==> src/rtl/mem_port_arbiter.sv <==
// Arbitrates one single-ported memory bus between instruction fetch and the MEM stage.
// One transaction in flight; starvation guard for fetch and a bus timeout watchdog.
module mem_port_arbiter #(
  parameter int ADDR_W       = 32,
  parameter int DATA_W       = 32,
  parameter int STARVE_LIMIT = 4,
  parameter int TIMEOUT      = 64
) (
  input  logic                clk,
  input  logic                reset,
  input  logic                if_req,
  input  logic [ADDR_W-1:0]   if_addr,
  output logic [DATA_W-1:0]   if_rdata,
  output logic                if_valid,
  input  logic                mem_req,
  input  logic                mem_we,
  input  logic [ADDR_W-1:0]   mem_addr,
  input  logic [DATA_W-1:0]   mem_wdata,
  input  logic [DATA_W/8-1:0] mem_be,
  output logic [DATA_W-1:0]   mem_rdata,
  output logic                mem_valid,
  output logic                bus_req,
  output logic                bus_we,
  output logic [ADDR_W-1:0]   bus_addr,
  output logic [DATA_W-1:0]   bus_wdata,
  output logic [DATA_W/8-1:0] bus_be,
  input  logic                bus_gnt,
  input  logic                bus_rvalid,
  input  logic [DATA_W-1:0]   bus_rdata,
  output logic                stall_if,
  output logic                stall_mem,
  output logic                timeout_err
);

  localparam int BE_W = DATA_W / 8;
  localparam logic [3:0] STARVE_MAX = 4'(STARVE_LIMIT);
  localparam logic [9:0] TMO_LAST   = 10'(TIMEOUT - 1);
  localparam logic [DATA_W-1:0] NOP_WORD = DATA_W'(32'h0000_0013);

  typedef enum logic [1:0] {
    ST_IDLE  = 2'd0,
    ST_ISSUE = 2'd1,
    ST_WAIT  = 2'd2,
    ST_RESP  = 2'd3
  } state_t;

  state_t              state_r;
  state_t              next_state_s;
  logic                owner_mem_r;
  logic [3:0]          starve_r;
  logic [9:0]          tmo_r;
  logic                bus_req_r;
  logic                bus_we_r;
  logic [ADDR_W-1:0]   bus_addr_r;
  logic [DATA_W-1:0]   bus_wdata_r;
  logic [BE_W-1:0]     bus_be_r;
  logic [DATA_W-1:0]   if_rdata_r;
  logic [DATA_W-1:0]   mem_rdata_r;
  logic                if_valid_r;
  logic                mem_valid_r;
  logic                timeout_err_r;
  logic                grant_mem_s;
  logic                abort_s;
  logic [DATA_W-1:0]   resp_data_s;

  // Next-state, arbitration winner and completion data selection.
  always_comb begin
    next_state_s = state_r;
    grant_mem_s  = 1'b0;
    abort_s      = 1'b0;
    resp_data_s  = '0;
    case (state_r)
      ST_IDLE: begin
        if (mem_req && !(if_req && (starve_r == STARVE_MAX))) begin
          grant_mem_s = 1'b1;
        end else begin
          grant_mem_s = 1'b0;
        end
        if (if_req || mem_req) begin
          next_state_s = ST_ISSUE;
        end else begin
          next_state_s = ST_IDLE;
        end
      end
      ST_ISSUE: begin
        if (tmo_r == TMO_LAST) begin
          abort_s      = 1'b1;
          next_state_s = ST_RESP;
        end else if (bus_gnt) begin
          next_state_s = ST_WAIT;
        end else begin
          next_state_s = ST_ISSUE;
        end
      end
      ST_WAIT: begin
        // A response arriving on the timeout cycle still counts as a normal completion.
        if (bus_rvalid) begin
          next_state_s = ST_RESP;
          if (bus_we_r) begin
            resp_data_s = '0;
          end else begin
            resp_data_s = bus_rdata;
          end
        end else if (tmo_r == TMO_LAST) begin
          abort_s      = 1'b1;
          next_state_s = ST_RESP;
        end else begin
          next_state_s = ST_WAIT;
        end
      end
      ST_RESP: begin
        next_state_s = ST_IDLE;
      end
      default: begin
        next_state_s = ST_IDLE;
      end
    endcase
    if (abort_s && !owner_mem_r) begin
      resp_data_s = NOP_WORD;
    end else begin
      resp_data_s = resp_data_s;
    end
  end

  // State, latched payload, counters and registered completion outputs.
  always_ff @(posedge clk) begin
    if (!reset) begin
      state_r       <= ST_IDLE;
      owner_mem_r   <= 1'b0;
      starve_r      <= 4'd0;
      tmo_r         <= 10'd0;
      bus_req_r     <= 1'b0;
      bus_we_r      <= 1'b0;
      bus_addr_r    <= '0;
      bus_wdata_r   <= '0;
      bus_be_r      <= '0;
      if_rdata_r    <= '0;
      mem_rdata_r   <= '0;
      if_valid_r    <= 1'b0;
      mem_valid_r   <= 1'b0;
      timeout_err_r <= 1'b0;
    end else begin
      state_r     <= next_state_s;
      bus_req_r   <= (next_state_s == ST_ISSUE);
      if_valid_r  <= 1'b0;
      mem_valid_r <= 1'b0;
      case (state_r)
        ST_IDLE: begin
          tmo_r <= 10'd0;
          if (if_req || mem_req) begin
            owner_mem_r <= grant_mem_s;
            if (grant_mem_s) begin
              bus_we_r    <= mem_we;
              bus_addr_r  <= mem_addr;
              bus_wdata_r <= mem_wdata;
              bus_be_r    <= mem_be;
            end else begin
              bus_we_r    <= 1'b0;
              bus_addr_r  <= if_addr;
              bus_wdata_r <= '0;
              bus_be_r    <= '1;
            end
          end
          // A MEM win only counts against fetch when fetch is actually waiting.
          if (!if_req || !grant_mem_s) begin
            starve_r <= 4'd0;
          end else if (starve_r != 4'hF) begin
            starve_r <= starve_r + 4'd1;
          end
        end
        ST_ISSUE, ST_WAIT: begin
          tmo_r <= tmo_r + 10'd1;
          if (next_state_s == ST_RESP) begin
            if (owner_mem_r) begin
              mem_valid_r <= 1'b1;
              mem_rdata_r <= resp_data_s;
            end else begin
              if_valid_r <= 1'b1;
              if_rdata_r <= resp_data_s;
            end
          end
          if (abort_s) begin
            timeout_err_r <= 1'b1;
          end
        end
        ST_RESP: begin
          tmo_r <= tmo_r;
        end
        default: begin
          tmo_r <= 10'd0;
        end
      endcase
    end
  end

  assign bus_req     = bus_req_r;
  assign bus_we      = bus_we_r;
  assign bus_addr    = bus_addr_r;
  assign bus_wdata   = bus_wdata_r;
  assign bus_be      = bus_be_r;
  assign if_rdata    = if_rdata_r;
  assign if_valid    = if_valid_r;
  assign mem_rdata   = mem_rdata_r;
  assign mem_valid   = mem_valid_r;
  assign timeout_err = timeout_err_r;
  assign stall_if    = if_req & ~if_valid_r;
  assign stall_mem   = mem_req & ~mem_valid_r;

endmodule

==> config.mk <==
export PLATFORM = sky130hd
export DESIGN_NAME = mem_port_arbiter
export DESIGN_NICKNAME = d
export VERILOG_FILES = /design/src/rtl/mem_port_arbiter.sv
export SDC_FILE = /design/constraint.sdc
export NUM_CORES = 1
export LEC_CHECK = 0
export CAP_MARGIN = 20
export CELL_PAD_IN_SITES_DETAIL_PLACEMENT = 2
export CELL_PAD_IN_SITES_GLOBAL_PLACEMENT = 2
export CORE_UTILIZATION = 25
export DETAILED_ROUTE_END_ITERATION = 16
export GPL_ROUTABILITY_DRIVEN = 0
export HOLD_SLACK_MARGIN = 0.03
export MAX_ROUTING_LAYER = met4
export PLACE_DENSITY = 0.9
export RECOVER_POWER = 50
export SLEW_MARGIN = 30
export SYNTH_ARGS = -nofsm -noshare
export SYNTH_HDL_FRONTEND = slang
export SYNTH_SLANG_ARGS = --single-unit
==> constraint.sdc <==
create_clock -name clk -period 5.15 [get_ports clk]
set_input_delay 0.515 -clock clk [delete_from_list [all_inputs] [get_ports clk]]
set_output_delay 0.515 -clock clk [all_outputs]
set_load 0.01 [all_outputs]
==> metrics.yaml, run 1 <==
run_status:
  outcome: "finished, violations left"
  violations: "max-capacitance violations, max-slew violations"
global_route:
  grt_usage_pct: 19.15
  first_global_vias: 6471
  grt_pass1_wl_mm: 36.75
  grt_max_degree: 70
  grt_antenna_before_repair: 0
  overflow: 0
setup_path:
  crit_required_ns: 5.51
  crit_path_end_kind: "register"
  r2r_slack_ns: 2.36
  path_depth: 6
  cp-start-kind: "register"
  cp_cell_sequence: "inv_1, ha_1, o21ai_2, clkbuf_1, a22oi_1, nor2b_1"
  slowest_stage: "clkbuf_1"
  reg2reg_depth: 6
  path_buf_inv: 2
  crit_family: "buffers and inverters"
  r2r_start: "state_r[0]"
  critPathMaxFanout: 34
  r2r_end: "bus_wdata[15]"
  crit_type: "register to register"
  critical_path.max_stage_delay_ns: 1.26
  setup.worst_path.end: "bus_wdata[15]"
  worstSetupStartpoint: "state_r[0]"
  critPathArrivalTime_ns: 3.15
die:
  die_w_um: 159.5
  core_um2: 24320
  ios: 278
  initial_core_util_pct: 25.49
  num_rows: 57
  die_area_um2: 25430
  fp.dieH_um: 159.5
routing:
  dr.pass1.iters: 4
  totalWireLength_mm: 23.37
  vias: 5868
  ant_nets: 0
  topRoutingLayerUsed: "met4"
  met1_length_mm: 10.01
  wl_met2_mm: 11.09
  wl_per_cell_um: 18.55
  drc: 0
  dr_wl_met3_mm: 1.857
  avgViaCountPerCell: 4.657
  drt_iter0_drc: 244
logic_synthesis:
  ys_types: 43
  syn_inst: 670
  syn_avg_cell_area_um2: 9.251
  synthArstFlopShare_pct: 0
  ys_seq_elements: 154
  yosysTopAreaCellShare_pct: 49.74
  yosys.area.top_type: "dfxtp_1"
  synth-edff-count: 0
  ys_seq_area_share_pct: 49.74
  synth_fp_nets: 816
  syn_area_um2: 6198
  synthTopCellsByArea: "dfxtp_1 50%, mux2i_1 10%, nand2_1 10%, a311oi_1 4.5%, a22oi_1 4.0%"
  ys_warn_count: 0
  synthFlopType: "dfxtp_1"
finish:
  antenna_cells: 0
  final_common_cell: "nand2_1"
  fin_util_pct: 40.10
  final_area_um2: 9753
  drive_gt1_share_pct: 5.556
  most-common-layout-cells: "166 x nand2_1, 154 x dfxtp_1, 143 x clkdlybuf4s50_1"
  area_growth_pct: 57.35
  n_fill_cell: 2650
  layout.nets: 1069
clock_tree:
  postCtsSetupBuffers: 0
  cts.path.max_buffers: 2
  clkSlewWorstSetupHoldPaths_ns: 0.07
  cts_root_buffer: "clkbuf_16"
  worstSkewPairLatency_ns: 0.43
  ctsHoldBuffers: 0
  cts_tree: "built"
  cts_resized: 0
  htree_levels: 4
  cts-buffers-inserted: 17
  cts.sinks: 154
sta:
  max-slew-margin-rel_pct: -16.24
  hold_viol: 0
  setup_tns_ns: 0
  worst_slack_ns: 2.357
  max_freq_mhz: 358.0
  period_minus_slack_ns: 2.793
  finalSetupViolations: 0
  hold_ws_ns: 0.4531
  fin_skew_ns: 0.01509
  finalCritPeriodShare_pct: 54.24
  finalMaxSlewViolations: 35
  rsz0062_at_grt: "no"
  tightest_slew_ns: 1.744
placement:
  dp_hpwl_mm: 17.07
  numPortBuffers: 277
  dpl_cell_area_um2: 9186
  place_ws_ns: 2.136
min_path:
  hold_depth: 2
  holdCritPathClass: "register to register"
power:
  p_per_area_nw_per_um2: 304.0
  leakagePower_nw: 3.837
  vdd_drop_max_mv: 0.1557
flow_run:
  cap_violations: 1
worst min-delay path, stage by stage (launching register included):
cell	delay [ns]
dfxtp_1	0.31
nand2_1	0.05
o21ai_1	0.05
state kept, by name, indices dropped and copies added (netlist names):
register / cells
state_r: 2
owner_mem_r: 1
bus_wdata: 32
bus_be: 4
mem_valid: 1
bus_we: 1
bus_req: 1
mem_rdata: 32
bus_addr: 32
if_valid: 1
starve_r: 4
timeout_err: 1
tmo_r: 10
if_rdata: 32
synthesized netlist by cell type, drive strengths merged (3+ instances only):
| cell | count |
|---|---|
| a2111o | 3 |
| dfxtp | 154 |
| xnor2 | 5 |
| o21ai | 5 |
| nand2 | 166 |
| inv | 8 |
| buf | 10 |
| nand2b | 5 |
| o221a | 4 |
| nand3 | 9 |
| a22oi | 33 |
| ha | 7 |
| clkbuf | 39 |
| nor2b | 24 |
| a311oi | 32 |
| nor2 | 68 |
| a21oi | 4 |
| mux2i | 63 |
| xor2 | 6 |
metal layers:
metal  global-route usage, %  up-vias
met5                       -        -
met4                   5.026        0
met3                   7.320       19
met2                   31.52      220
met1                   21.63     2833
li1                        -     2796
through the flow:
| stage | std cells | power, mW |
|---|---|---|
| 2_1_floorplan | 670 | 1.493 |
| 3_3_place_gp | 1228 | 1.751 |
| 3_5_place_dp | 1228 | 1.771 |
| 4_1_cts | 1260 | 3.044 |
| 5_1_grt | 1260 | 3.108 |
| 6_report | 1260 | 2.965 |
cell families (layout without fill, tap and decap cells):
| logic type | Yosys count | after routing | synth area share, % |
|---|---|---|---|
| flip-flops | 154 | 154 | 49.74 |
| XOR/XNOR | 11 | 11 | 1.554 |
| AO/OA/AOI/OAI | 89 | 89 | 11.83 |
| adder cells (fa/ha/maj) | 7 | 7 | 1.413 |
| multiplexers | 63 | 63 | 10.17 |
| buffers and inverters | 58 | 324 | 4.501 |
| AND/OR/NAND/NOR | 288 | 288 | 20.79 |
where the power goes:
group          total (mW)  internal [mW]  switching [mW]
Clock                1.25          0.688           0.560
Combinational       0.443          0.225           0.218
Sequential           1.27           1.25          0.0293
worst min path at each step:
stage | start | end | slack [ns]
6_report | if_rdata[1] | if_rdata[1] | 0.45
5_1_grt | if_rdata[24] | if_rdata[24] | 0.48
3_5_place_dp | if_rdata[1] | if_rdata[1] | 0.45
2_1_floorplan | owner_mem_r | owner_mem_r | 0.44
3_3_place_gp | if_rdata[1] | if_rdata[1] | 0.44
4_1_cts | if_rdata[29] | if_rdata[29] | 0.46
final cells by class:
cell class	instances	area (um2)	share of cell area, %
Clock buffer	18	439.2	4.503
Clock inverter	14	135.1	1.386
Inverter	9	33.78	0.3464
Multi-Input combinational cell	458	2845	29.17
Sequential cell	154	3083	31.61
Tap cell	324	405.4	4.157
Timing Repair Buffer	283	2811	28.83
Note: power is estimated with default switching activity, not from simulation.
==> inputs of run 2 (changes only) <==
--- a/config.mk
+++ b/config.mk
@@ -8,12 +8,12 @@
 export CAP_MARGIN = 20
 export CELL_PAD_IN_SITES_DETAIL_PLACEMENT = 2
 export CELL_PAD_IN_SITES_GLOBAL_PLACEMENT = 2
-export CORE_UTILIZATION = 25
+export CORE_UTILIZATION = 24
 export DETAILED_ROUTE_END_ITERATION = 16
 export GPL_ROUTABILITY_DRIVEN = 0
 export HOLD_SLACK_MARGIN = 0.03
 export MAX_ROUTING_LAYER = met4
-export PLACE_DENSITY = 0.9
+export PLACE_DENSITY = 0.87
 export RECOVER_POWER = 50
 export SLEW_MARGIN = 30
 export SYNTH_ARGS = -nofsm -noshare
==> constraint.sdc (replaced) <==
create_clock -name clk -period 2.7 [get_ports clk]
set_input_delay 0.27 -clock clk [delete_from_list [all_inputs] [get_ports clk]]
set_output_delay 0.27 -clock clk [all_outputs]
set_load 0.01 [all_outputs]
==> metrics.yaml, run 2 (synthesized netlist as in run 1, its figures left out) <==
run_status:
  outcome: "completed"  # was finished, violations left
sta:
  finalCritPeriodShare_pct: 89.71  # was 54.24%
  fin_skew_ns: 0.01543  # was 0.01509 ns
  tightest_slew_ns: 1.336  # was 1.744 ns
  hold_viol: 0  # unchanged
  period_minus_slack_ns: 2.422  # was 2.793 ns
  max-slew-margin-rel_pct: 9.984  # was -16.24%
  finalMaxSlewViolations: 0  # was 35
  rsz0062_at_grt: "no"  # unchanged
  finalSetupViolations: 0  # unchanged
  setup_tns_ns: 0  # unchanged
  max_freq_mhz: 412.9  # was 358.0 MHz
setup_path:
  critical_path.max_stage_delay_ns: 0.59  # was 1.26 ns
  crit_type: "register to register"  # unchanged
  critPathArrivalTime_ns: 2.77  # was 3.15 ns
  r2r_slack_ns: 0.28  # was 2.36 ns
  crit_required_ns: 3.05  # was 5.51 ns
  cp_cell_sequence: "or4b_1, nor4_4, o32ai_4, nor2_8, buf_12, mux2i_1"  # was inv_1, ha_1, o21ai_2, clkbuf_1, a22oi_1, nor2b_1
  critPathMaxFanout: 25  # was 34
  slowest_stage: "or4b_1"  # was clkbuf_1
  crit_path_end_kind: "register"  # unchanged
  cp-start-kind: "register"  # unchanged
routing:
  ant_nets: 0  # unchanged
  dr.pass1.iters: 4  # unchanged
  totalWireLength_mm: 23.83  # was 23.37 mm
  drc: 0  # unchanged
  wl_per_cell_um: 18.74  # was 18.55 um
  drt_iter0_drc: 247  # was 244
  avgViaCountPerCell: 4.655  # was 4.657
  vias: 5921  # was 5868
die:
  die_w_um: 162.7  # was 159.5 um
  initial_core_util_pct: 24.54  # was 25.49%
  num_rows: 58  # was 57
  fp.dieH_um: 162.7  # was 159.5 um
  die_area_um2: 26470  # was 25430 um2
  core_um2: 25250  # was 24320 um2
  ios: 278  # unchanged
global_route:
  first_global_vias: 6578  # was 6471
  overflow: 0  # unchanged
  grt_pass1_wl_mm: 36.53  # was 36.75 mm
  grt_usage_pct: 18.43  # was 19.15%
  grt_antenna_before_repair: 0  # unchanged
  grt_max_degree: 70  # unchanged
finish:
  fin_util_pct: 39.13  # was 40.10%
  drive_gt1_share_pct: 5.732  # was 5.556%
  area_growth_pct: 59.43  # was 57.35%
  final_common_cell: "nand2_1"  # unchanged
  most-common-layout-cells: "166 x nand2_1, 154 x dfxtp_1, 138 x clkdlybuf4s50_1, 138 x dlygate4sd3_1, 65 x nor2_1"  # was 166 x nand2_1, 154 x dfxtp_1, 143 x clkdlybuf4s50_1
  n_fill_cell: 2791  # was 2650
  antenna_cells: 0  # unchanged
  layout.nets: 1075  # was 1069
  layout.cells.non_filler: 1272  # was 1260
clock_tree:
  htree_levels: 4  # unchanged
  cts.path.max_buffers: 2  # unchanged
  clkSlewWorstSetupHoldPaths_ns: 0.08  # was 0.07 ns
  cts_resized: 0  # unchanged
  cts_root_buffer: "clkbuf_16"  # unchanged
  ctsHoldBuffers: 0  # unchanged
  postCtsSetupBuffers: 0  # unchanged
  cts.sinks: 154  # unchanged
  worstSkewPairLatency_ns: 0.43  # about the same
  cts-buffers-inserted: 17  # unchanged
  cts_tree: "built"  # unchanged
power:
  finalPower_mw: 5.776  # was 2.965 mW
  vdd_drop_max_mv: 0.2821  # was 0.1557 mV
  p_per_area_nw_per_um2: 584.5  # was 304.0 nW/um2
  leakagePower_nw: 3.914  # was 3.837 nW
flow_run:
  cap_violations: 0  # was 1
placement:
  dp_cells: 1240  # was 1228
  dp_hpwl_mm: 17.57  # was 17.07 mm
  numPortBuffers: 277  # unchanged
min_path:
  holdCritPathClass: "input port to register"  # was register to register
run 2: changes by cell type in the layout (fill, tap and decap cells not counted), sizes merged:
cell,before,now
clkinv,5,3
bufinv,1,2
clkinvlp,4,5
clkdlybuf4s50,143,138
clkbuf,19,18
buf,6,13
dlygate4sd3,133,138
run 2: metal layers:
metal  routed length (um)  vias up  global-route usage (%)
met2                11590      227                   31.53
met4                  291        0                   5.480
met1                 9887     2861                   20.35
met3                 2063       18                   5.857
met5                    0        -                       -
li1                     -     2815                       -
run 2: worst paths after layout:
| check | start | to | depth (start not counted) |
|---|---|---|---|
| max | tmo_r[2] | if_rdata[7] | 6 |
| min | reset | bus_be[2] | 2 |
| max reg2reg | tmo_r[2] | if_rdata[7] | 6 |
| min reg2reg | if_rdata[27] | if_rdata[27] | 2 |
run 2: worst max-delay path: cells and delay by family, from the launching register on:
kind | cells | cell delay (ns)
AO/OA/AOI/OAI | 1 | 0.21
flip-flops | 1 | 0.41
buffers and inverters | 1 | 0.25
AND/OR/NAND/NOR | 3 | 1.23
multiplexers | 1 | 0.24
run 2: final cells by class:
type                       instances  area (um2)  share of cell area, %
timing repair buffer             289        2923                  29.58
multi-input combinational        458        2840                  28.74
clock inverter                    14       160.2                  1.621
inverter                           9       33.78                 0.3419
tap                              330       412.9                  4.178
clock buffer                      18       429.2                  4.343
sequential                       154        3083                  31.20
run 2: power breakdown:
group          leakage, nW  total [mW]  internal (mW)  switching [mW]
clock network        0.274        2.48           1.39            1.09
logic                 2.39       0.864          0.446           0.418
registers             1.26        2.43           2.38          0.0572
run 2: stage by stage:
stage	setup slack (ns)	hold slack, ns	instance area, um2
4_1_cts	0.3190	0.3344	9891
3_3_place_gp	0.4332	0.4361	9301
6_report	0.2778	0.3470	9882
5_1_grt	0.1486	0.3681	9882
2_1_floorplan	0.6215	0.4237	6198
3_5_place_dp	0.3238	0.4561	9301
==> inputs of run 3 (changes only) <==
--- a/config.mk
+++ b/config.mk
@@ -8,12 +8,13 @@
 export CAP_MARGIN = 20
 export CELL_PAD_IN_SITES_DETAIL_PLACEMENT = 2
 export CELL_PAD_IN_SITES_GLOBAL_PLACEMENT = 2
-export CORE_UTILIZATION = 24
+export CORE_MARGIN = 2
+export CORE_UTILIZATION = 25
 export DETAILED_ROUTE_END_ITERATION = 16
 export GPL_ROUTABILITY_DRIVEN = 0
 export HOLD_SLACK_MARGIN = 0.03
 export MAX_ROUTING_LAYER = met4
-export PLACE_DENSITY = 0.87
+export PLACE_DENSITY = 0.9
 export RECOVER_POWER = 50
 export SLEW_MARGIN = 30
 export SYNTH_ARGS = -nofsm -noshare
==> constraint.sdc (replaced) <==
create_clock -name clk -period 3 [get_ports clk]
set_input_delay 0.3 -clock clk [delete_from_list [all_inputs] [get_ports clk]]
set_output_delay 0.3 -clock clk [all_outputs]
set_load 0.01 [all_outputs]
==> metrics.yaml, run 3 (synthesized netlist as in run 1, its figures left out) <==
clock_tree:
  cts.path.max_buffers: 2  # unchanged
  postCtsSetupBuffers: 0  # unchanged
  cts_tree: "built"  # unchanged
  cts.sinks: 154  # unchanged
  cts_resized: 0  # unchanged
  clkSlewWorstSetupHoldPaths_ns: 0.06  # was 0.08 ns
  worstSkewPairLatency_ns: 0.43  # about the same
  htree_levels: 4  # unchanged
  cts-buffers-inserted: 17  # unchanged
  ctsHoldBuffers: 0  # unchanged
  cts_root_buffer: "clkbuf_16"  # unchanged
finish:
  drive_gt1_share_pct: 5.544  # was 5.732%
  final_common_cell: "nand2_1"  # unchanged
  fin_util_pct: 40.30  # was 39.13%
  layout.nets: 1071  # was 1075
  area_growth_pct: 58.11  # was 59.43%
  most-common-layout-cells: "166 x nand2_1, 154 x dfxtp_1, 139 x clkdlybuf4s50_1"  # was 166 x nand2_1, 154 x dfxtp_1, 138 x clkdlybuf4s50_1, 138 x dlygate4sd3_1, 65 x nor2_1
  layout.cells.non_filler: 1263  # was 1272
  final_area_um2: 9801  # was 9882 um2
die:
  ios: 278  # unchanged
  fp.dieH_um: 161.5  # was 162.7 um
  initial_core_util_pct: 25.49  # was 24.54%
  core_um2: 24320  # was 25250 um2
  die_w_um: 161.5  # was 162.7 um
  num_rows: 57  # was 58
  die_area_um2: 26070  # was 26470 um2
setup_path:
  critical_path.max_stage_delay_ns: 0.64  # was 0.59 ns
  cp-start-kind: "register"  # unchanged
  slowest_stage: "nor2_8"  # was or4b_1
  path_buf_inv: 1  # unchanged
  critPathMaxFanout: 32  # was 25
  crit_family: "simple AND/OR/NAND/NOR gates"  # unchanged
  crit_type: "register to register"  # unchanged
  crit_path_end_kind: "register"  # unchanged
  crit_required_ns: 3.34  # was 3.05 ns
  cp_cell_sequence: "inv_1, ha_1, o21bai_1, nor4_4, o32ai_4, nor2_8, mux2i_1"  # was or4b_1, nor4_4, o32ai_4, nor2_8, buf_12, mux2i_1
  critPathArrivalTime_ns: 2.87  # was 2.77 ns
routing:
  avgViaCountPerCell: 4.681  # was 4.655
  topRoutingLayerUsed: "met4"  # unchanged
  vias: 5912  # was 5921
  ant_nets: 0  # unchanged
  totalWireLength_mm: 24.22  # was 23.83 mm
  drc: 0  # unchanged
  wl_per_cell_um: 19.17  # was 18.74 um
  drt_iter0_drc: 276  # was 247
  dr_wl_met3_mm: 2.389  # was 2.063 mm
  met1_length_mm: 9.796  # was 9.887 mm
  dr.pass1.iters: 4  # unchanged
  wl_met2_mm: 11.88  # was 11.59 mm
sta:
  period_minus_slack_ns: 2.534  # was 2.422 ns
  rsz0062_at_grt: "no"  # unchanged
  setup_tns_ns: 0  # unchanged
  finalSetupViolations: 0  # unchanged
  max-slew-margin-rel_pct: 42.46  # was 9.984%
  fin_skew_ns: 0.01545  # was 0.01543 ns
  finalCritPeriodShare_pct: 84.46  # was 89.71%
  tightest_slew_ns: 0.8631  # was 1.336 ns
  finalMaxSlewViolations: 0  # unchanged
  hold_viol: 0  # unchanged
  max_freq_mhz: 394.7  # was 412.9 MHz
power:
  leakagePower_nw: 3.884  # was 3.914 nW
  combPwrFrac_pct: 14.9  # was 15.0%
  p_per_area_nw_per_um2: 526.3  # was 584.5 nW/um2
  seqPwrFrac_pct: 42.5  # was 42.1%
  power_switching_mw: 1.365  # was 1.568 mW
  finalPower_mw: 5.158  # was 5.776 mW
  clkPwrFrac_pct: 42.6  # was 42.9%
  switching_share_pct: 26.46  # was 27.15%
  p_int_mw: 3.794  # was 4.208 mW
  vdd_drop_max_mv: 0.2436  # was 0.2821 mV
placement:
  dp_cells: 1230  # was 1240
  dp_hpwl_mm: 17.59  # was 17.57 mm
  numPortBuffers: 277  # unchanged
  dpl_cell_area_um2: 9226  # was 9301 um2
global_route:
  overflow: 0  # unchanged
  grt_pass1_wl_mm: 37.45  # was 36.53 mm
  grt_antenna_before_repair: 1  # was 0
  grt_max_degree: 69  # was 70
  first_global_vias: 6622  # was 6578
  grt_usage_pct: 19.04  # was 18.43%
run_status:
  outcome: "completed"  # unchanged
min_path:
  holdCritPathClass: "input port to register"  # unchanged
flow_run:
  cap_violations: 0  # unchanged
[run 3: cell count changes in the layout (fill, tap and decap cells not counted), sizes merged]
| cell | previous run | this run |
|---|---|---|
| buf | 13 | 7 |
| clkbuf | 18 | 23 |
| clkdlybuf4s50 | 138 | 139 |
| clkinv | 3 | 2 |
| clkinvlp | 5 | 4 |
| diode | 0 | 1 |
| dlygate4sd3 | 138 | 137 |
| inv | 13 | 12 |
[run 3: per-stage QoR]
stage	setup slack, ns	hold WS [ns]
after floorplan	0.9215	0.4445
after global placement	0.5459	0.4363
after detailed placement	0.4279	0.4489
after CTS	0.4096	0.3801
after global routing	0.2566	0.4042
final	0.4663	0.3849
[run 3: power groups by stage]
stage	clock network (mW)	registers [mW]	logic (mW)
after floorplan	0	2.27	0.291
after global placement	0	2.23	0.786
after detailed placement	0	2.24	0.815
after CTS	2.28	2.20	0.820
after global routing	2.36	2.20	0.839
final	2.20	2.19	0.770
[run 3: layout make-up]
cell class / instances / area, um2
Fill cell: 2608 / 14520
Multi-Input combinational cell: 458 / 2849
Tap cell: 324 / 405.4
Antenna cell: 1 / 2.502
Clock buffer: 21 / 450.4
Inverter: 9 / 33.78
Sequential cell: 154 / 3083
Timing Repair Buffer: 285 / 2840
Clock inverter: 11 / 136.4
[run 3: path summary, 6_finish.rpt]
| path | from | end | slack, ns | depth (start not counted) |
|---|---|---|---|---|
| hold / removal | reset | bus_be[3] | 0.38 | 2 |
| setup / recovery | state_r[0] | mem_rdata[1] | 0.47 | 7 |
| hold reg to reg | if_rdata[1] | if_rdata[1] | 0.45 | 2 |
| setup reg to reg | state_r[0] | mem_rdata[1] | 0.47 | 7 |
[run 3: metal layers]
layer | up-vias | GRT usage, %
met3 | 15 | 8.166
met1 | 2865 | 20.49
li1 | 2817 | -
met4 | 0 | 3.166
met5 | - | -
met2 | 215 | 33.10
